File: src/rtl/layer_address_generator_pkg.sv
// Shared definitions for the fully-connected layer address generator:
// FSM encodings (also used by control-unit monitors) and default sizing.
package layer_address_generator_pkg;

  typedef enum logic [1:0] {
    ST_READY = 2'd0,
    ST_RUN   = 2'd1,
    ST_DRAIN = 2'd2,
    ST_DONE  = 2'd3
  } ag_state_e;

  localparam int unsigned DEF_ADDR_W     = 8;
  localparam int unsigned DEF_N_INPUTS   = 4;
  localparam int unsigned DEF_N_NEURONS  = 3;
  localparam int unsigned DEF_RD_LATENCY = 2;

  function automatic logic is_busy_state(input ag_state_e s);
    return (s == ST_RUN) || (s == ST_DRAIN);
  endfunction

endpackage

File: src/rtl/layer_address_generator_valid_delay_pipe.sv
// Fixed-depth shift register carrying {valid, last} alongside synchronous
// memory reads; it never stalls and is flushed by a synchronous clear.
module layer_address_generator_valid_delay_pipe
  import layer_address_generator_pkg::*;
#(
  parameter int unsigned DEPTH = DEF_RD_LATENCY
) (
  input  logic       clk,
  input  logic       clear,
  input  logic [1:0] tag,
  output logic [1:0] tag_dly
);

  if (DEPTH < 1) begin : g_bad_depth
    $error("valid delay pipe DEPTH must be at least 1");
  end

  logic [1:0] stage_r [DEPTH];

  // Shift one stage per clock; clear drops every beat in flight.
  always_ff @(posedge clk) begin
    if (clear) begin
      for (int i = 0; i < DEPTH; i++) begin
        stage_r[i] <= 2'b00;
      end
    end else begin
      stage_r[0] <= tag;
      for (int i = 1; i < DEPTH; i++) begin
        stage_r[i] <= stage_r[i-1];
      end
    end
  end

  assign tag_dly = stage_r[DEPTH-1];

endmodule

File: src/rtl/layer_address_generator.sv
// Address generator for one fully-connected layer: walks (neuron, input)
// pairs on AG_read, tracks read latency and reports layer completion.
module layer_address_generator
  import layer_address_generator_pkg::*;
#(
  parameter int unsigned ADDR_W     = DEF_ADDR_W,
  parameter int unsigned N_INPUTS   = DEF_N_INPUTS,
  parameter int unsigned N_NEURONS  = DEF_N_NEURONS,
  parameter int unsigned RD_LATENCY = DEF_RD_LATENCY
) (
  input  logic              clk,
  input  logic              reset,
  input  logic              AG_rst,
  input  logic              AG_read,
  output logic [ADDR_W-1:0] weight_addr,
  output logic [ADDR_W-1:0] input_addr,
  output logic [ADDR_W-1:0] neuron_idx,
  output logic              addr_valid,
  output logic              data_valid,
  output logic              last_input,
  output logic              layer_done,
  output logic              busy
);

  localparam longint unsigned PAIRS     = 64'(N_NEURONS) * 64'(N_INPUTS);
  localparam longint unsigned ADDR_SPAN = 64'd1 << ADDR_W;

  if (PAIRS > ADDR_SPAN) begin : g_bad_span
    $error("N_NEURONS*N_INPUTS exceeds the address space of ADDR_W");
  end
  if (N_INPUTS < 1 || N_NEURONS < 1 || RD_LATENCY < 1) begin : g_bad_size
    $error("N_INPUTS, N_NEURONS and RD_LATENCY must all be at least 1");
  end

  localparam logic [ADDR_W-1:0] LAST_IN  = ADDR_W'(N_INPUTS - 1);
  localparam logic [ADDR_W-1:0] LAST_NEU = ADDR_W'(N_NEURONS - 1);

  ag_state_e         state_r;
  ag_state_e         state_next_s;
  logic              issue_s;
  logic              final_pair_s;
  logic              final_beat_s;
  logic              clear_s;

  // Next pair to issue; the output registers hold the last issued pair.
  logic [ADDR_W-1:0] cnt_in_r;
  logic [ADDR_W-1:0] cnt_neu_r;
  logic [ADDR_W-1:0] cnt_w_r;
  logic [ADDR_W-1:0] last_cnt_r;

  logic [ADDR_W-1:0] weight_addr_r;
  logic [ADDR_W-1:0] input_addr_r;
  logic [ADDR_W-1:0] neuron_idx_r;
  logic              addr_valid_r;
  logic              addr_last_r;
  logic              layer_done_r;
  logic              busy_r;
  logic [1:0]        pipe_in_s;
  logic [1:0]        pipe_out_s;

  assign clear_s      = reset | AG_rst;
  assign final_pair_s = (cnt_in_r == LAST_IN) && (cnt_neu_r == LAST_NEU);
  // Only last-tagged beats advance last_cnt_r, so the N_NEURONS-th one is final.
  assign final_beat_s = pipe_out_s[1] & pipe_out_s[0] & (last_cnt_r == LAST_NEU);
  assign pipe_in_s    = {addr_valid_r, addr_last_r};

  // Next-state and issue decode.
  always_comb begin
    state_next_s = state_r;
    issue_s      = 1'b0;
    case (state_r)
      ST_READY: begin
        if (AG_read) begin
          issue_s      = 1'b1;
          state_next_s = final_pair_s ? ST_DRAIN : ST_RUN;
        end else begin
          state_next_s = ST_READY;
        end
      end
      ST_RUN: begin
        if (AG_read) begin
          issue_s      = 1'b1;
          state_next_s = final_pair_s ? ST_DRAIN : ST_RUN;
        end else begin
          state_next_s = ST_RUN;
        end
      end
      ST_DRAIN: begin
        if (final_beat_s) begin
          state_next_s = ST_DONE;
        end else begin
          state_next_s = ST_DRAIN;
        end
      end
      ST_DONE: begin
        state_next_s = ST_DONE;
      end
      default: begin
        state_next_s = ST_READY;
      end
    endcase
  end

  // State, pair counters and registered outputs.
  always_ff @(posedge clk) begin
    if (reset || AG_rst) begin
      state_r       <= ST_READY;
      cnt_in_r      <= {ADDR_W{1'b0}};
      cnt_neu_r     <= {ADDR_W{1'b0}};
      cnt_w_r       <= {ADDR_W{1'b0}};
      last_cnt_r    <= {ADDR_W{1'b0}};
      weight_addr_r <= {ADDR_W{1'b0}};
      input_addr_r  <= {ADDR_W{1'b0}};
      neuron_idx_r  <= {ADDR_W{1'b0}};
      addr_valid_r  <= 1'b0;
      addr_last_r   <= 1'b0;
      layer_done_r  <= 1'b0;
      busy_r        <= 1'b0;
    end else begin
      state_r      <= state_next_s;
      addr_valid_r <= issue_s;
      addr_last_r  <= issue_s & (cnt_in_r == LAST_IN);
      layer_done_r <= (state_next_s == ST_DONE);
      busy_r       <= is_busy_state(state_next_s);
      if (issue_s) begin
        weight_addr_r <= cnt_w_r;
        input_addr_r  <= cnt_in_r;
        neuron_idx_r  <= cnt_neu_r;
        cnt_w_r       <= cnt_w_r + ADDR_W'(1);
        if (cnt_in_r == LAST_IN) begin
          cnt_in_r  <= {ADDR_W{1'b0}};
          cnt_neu_r <= cnt_neu_r + ADDR_W'(1);
        end else begin
          cnt_in_r  <= cnt_in_r + ADDR_W'(1);
        end
      end
      if (pipe_out_s[1] & pipe_out_s[0]) begin
        last_cnt_r <= last_cnt_r + ADDR_W'(1);
      end
    end
  end

  layer_address_generator_valid_delay_pipe #(
    .DEPTH(RD_LATENCY)
  ) u_valid_pipe (
    .clk     (clk),
    .clear   (clear_s),
    .tag     (pipe_in_s),
    .tag_dly (pipe_out_s)
  );

  assign weight_addr = weight_addr_r;
  assign input_addr  = input_addr_r;
  assign neuron_idx  = neuron_idx_r;
  assign addr_valid  = addr_valid_r;
  assign data_valid  = pipe_out_s[1];
  assign last_input  = pipe_out_s[0];
  assign layer_done  = layer_done_r;
  assign busy        = busy_r;

endmodule
File: config.mk
export PLATFORM = sky130hd
export DESIGN_NAME = layer_address_generator
export DESIGN_NICKNAME = d
export VERILOG_FILES = /design/src/rtl/layer_address_generator_pkg.sv /design/src/rtl/layer_address_generator_valid_delay_pipe.sv /design/src/rtl/layer_address_generator.sv
export SDC_FILE = /design/constraint.sdc
export NUM_CORES = 1
export LEC_CHECK = 0
export ABC_AREA = 1
export CAP_MARGIN = 30
export CORE_ASPECT_RATIO = 1.75
export CORE_MARGIN = 2
export CORE_UTILIZATION = 35
export CTS_CLUSTER_DIAMETER = 30
export CTS_CLUSTER_SIZE = 10
export DETAILED_ROUTE_END_ITERATION = 16
export GPL_TIMING_DRIVEN = 0
export PLACE_DENSITY_LB_ADDON = 0.25
export REMOVE_ABC_BUFFERS = 1
export SKIP_CTS_REPAIR_TIMING = 1
export SYNTH_ARGS = -nofsm -noshare
export SYNTH_HDL_FRONTEND = slang
export SYNTH_SLANG_ARGS = --single-unit
File: constraint.sdc
create_clock -name clk -period 1.77 [get_ports clk]
set_input_delay 0.354 -clock clk [delete_from_list [all_inputs] [get_ports clk]]
set_output_delay 0.354 -clock clk [all_outputs]
set_load 0.02 [all_outputs]
==> run summary <==
Tcrit/Tclk final = 92.8%
Die ar. = 8700 um^2
Worst Path Max Fanout = 2
Pre-CTS setup slack = -0.782 ns
DRT antenna net count = 0
Sw Pwr = 0.736 mW
Worst setup margin = 0.127 ns
Clock Path Buffers = 2
Total of max-cap violations = 0
Final setup fails = 0
H-Tree Depth = 3
Synth Area per Inst = 7.42 um^2
Slowest cell on the critical path = clkdlybuf4s50_1
Root Buffer Master = clkbuf_16
Hold Vio Cnt, Final = 0
CTS clk-pin slew, worst paths = 0.05 ns
Maximum vdd ir drop = 0.000510 V
Fmax = 609 MHz
Routability Congestion = 0.789
Cells after Synth = 375
Largest net degree at the start of global routing = 50
Worst Setup End Kind = output pin
CP Buf/Inv Count = 1
Post-layout min period = 1.64 ns
Gate power share = 5.6%
Ys Warns = 0
Clock network fraction of total power = 49.7%
Setup tns final = 0 ns
Remaining Overflow, GRT = 0
RSZ-0062 raised after global routing = true
Max_slew headroom = 58.4%
Power Density = 954 nW/um^2
R2r setup slk = 0.13 ns
DP Wirelength = 3.80 mm
Vias = 2497
CTS tree = built
Initial Util = 35.7%
Sequential-to-total area share from yosys stat = 47.5%
Clk_skew = 0.00375 ns
Final Max Slew Viols = 0
Netlist cell types = 25
Switching Fraction = 21.6%
Outcome = finished, final reports clean
DRT Wirelength = 6.52 mm
Share of cells above drive strength 1 = 10.3%
Overall Global Routing Usage = 13.9%
TritonCTS Buffers = 9
Fin nets = 433
Seq cells post-synth = 66
Antenna Cells = 0
Sequential power share = 44.7%
Class of the worst hold path = flip-flop to flip-flop
First-pass GRT wire length = 9.42 mm
Post-layout util = 45.7%
Cell area after synthesis = 2780 um^2
CORE AREA = 7800 um^2
Startpoint Class = flip-flop
First-pass DRT Iterations = 4
Die Y-Extent = 122 um
Initial drt markers = 131
Int Pwr = 2.67 mW
Pin slew with the least headroom to its limit = 0.622 ns
CP peak stage delay = 0.61 ns
P&R area growth vs syn = 28.3%
DIE WIDTH = 71.4 um
Drt wl/cell = 12.6 um
DR DRC count = 0
Vias per Instance = 4.83
Cell family with most CP delay = buffers and inverters
CP cell instances = clkdlybuf4s50_1
Row cnt = 43
Clk Latency, worst-skew pair = 0.33 ns
Worst EP required = 1.42 ns
Vias in the first global route = 2144
I/O pin count = 33
Leakage = 1.39 nW
Power Total = 3.40 mW
CP arrival = 1.29 ns
# port buffers = 32
Crit Path Category = flip-flop to output pin
Initial antenna violation count = 0
Clk sink count = 66
[worst paths after layout]
check,from,endpoint,cells after the start
worst max-delay path,neuron_idx[1],neuron_idx[1],1
worst max register to register,cnt_in_r[0],busy,9
worst min-delay path,u_valid_pipe.stage_r[0][1],u_valid_pipe.stage_r[0][3],2
worst min register to register,u_valid_pipe.stage_r[0][1],u_valid_pipe.stage_r[0][3],2
[cells by family (layout without fill, tap and decap cells)]
logic type / count (synthesis) / in the layout / synth area share, %
xor gates and xnor gates: 3 / 3 / 0.945
AOI/OAI and AO/OA: 68 / 68 / 12.4
adders and majority gates: 7 / 7 / 3.15
and+or+nand+nor: 173 / 176 / 27.1
buffers and inverters: 58 / 107 / 8.91
DFF: 66 / 66 / 47.5
[area by class of cell]
class / count / area (um^2)
fillers: 795 / 4230
flip-flops and latches: 66 / 1320
multi-input cells: 254 / 1250
repair buffers: 46 / 438
clock buffers: 13 / 240
inverters: 45 / 169
well taps: 90 / 113
clock inverters: 3 / 40.0
[synth_stat cells]
cell type | number | area [um^2]
inv_2 | 3 | 11.3
buf_6 | 1 | 11.3
clkbuf_1 | 4 | 15.0
nand3_1 | 17 | 85.1
a211oi_1 | 1 | 7.51
buf_4 | 5 | 37.5
nor3b_1 | 1 | 7.51
xor2_1 | 3 | 26.3
nand4_1 | 3 | 18.8
o21ai_0 | 29 | 145
nand2_2 | 3 | 18.8
nor2_4 | 3 | 33.8
dfxtp_1 | 66 | 1320
a21oi_1 | 37 | 185
nand3_2 | 1 | 10.0
nand3b_1 | 2 | 15.0
ha_1 | 7 | 87.6
inv_1 | 42 | 158
nor3_1 | 7 | 35.0
nor2_2 | 3 | 18.8
nand2_1 | 78 | 293
nor3_2 | 2 | 20.0
o22ai_1 | 1 | 6.26
buf_2 | 3 | 15.0
nor2_1 | 53 | 199
[metrics by stage]
step | instances | cell area [um^2] | hold WS [ns]
after floorplan | 362 | 2700 | 0.394
after global placement | 484 | 3140 | 0.397
after detailed placement | 484 | 3140 | 0.399
after CTS | 500 | 3420 | 0.408
after global routing | 517 | 3570 | 0.416
final | 517 | 3570 | 0.408
[flip-flops by register name, indices dropped and copies added, names as in the netlist]
register	cells
layer_done	1
last_cnt_r	8
neuron_idx	8
cnt_in_r	8
cnt_w_r	8
addr_last_r	1
busy	1
cnt_neu_r	8
state_r	2
input_addr	8
weight_addr	8
addr_valid	1
u_valid_pipe.stage_r	4
[power groups by stage]
stage | clock network, mW | registers (mW) | logic [mW]
after floorplan | 0 | 1.57 | 0.0687
after global placement | 0 | 1.55 | 0.158
after detailed placement | 0 | 1.55 | 0.158
after CTS | 1.73 | 1.52 | 0.160
after global routing | 1.79 | 1.52 | 0.207
final | 1.69 | 1.52 | 0.189
[placed cells by master, fill, tap and decap left out, types with 3 or more instances in the layout]
| cell type | n |
|---|---|
| ha_1 | 7 |
| nor2_4 | 5 |
| nor3_1 | 7 |
| clkdlybuf4s50_1 | 32 |
| nand3_1 | 17 |
| nand2_1 | 78 |
| clkbuf_16 | 9 |
| nor2_2 | 4 |
| inv_1 | 42 |
| o21ai_0 | 29 |
| xor2_1 | 3 |
| nand4_1 | 3 |
| dfxtp_1 | 66 |
| nor2_1 | 53 |
| clkbuf_1 | 4 |
| a21oi_1 | 37 |
| buf_4 | 13 |
| inv_2 | 3 |
[layer usage]
layer / vias up / part of all wire, % / global-route usage (%)
met1: 1159 / 42 / 15.0
met4: 0 / 1.7 / 6.72
met3: 9 / 2.7 / 2.98
met2: 37 / 53 / 25.1
li1: 1292 / - / -
met5: - / 0 / 0
Note: power is estimated with default switching activity, not from simulation.
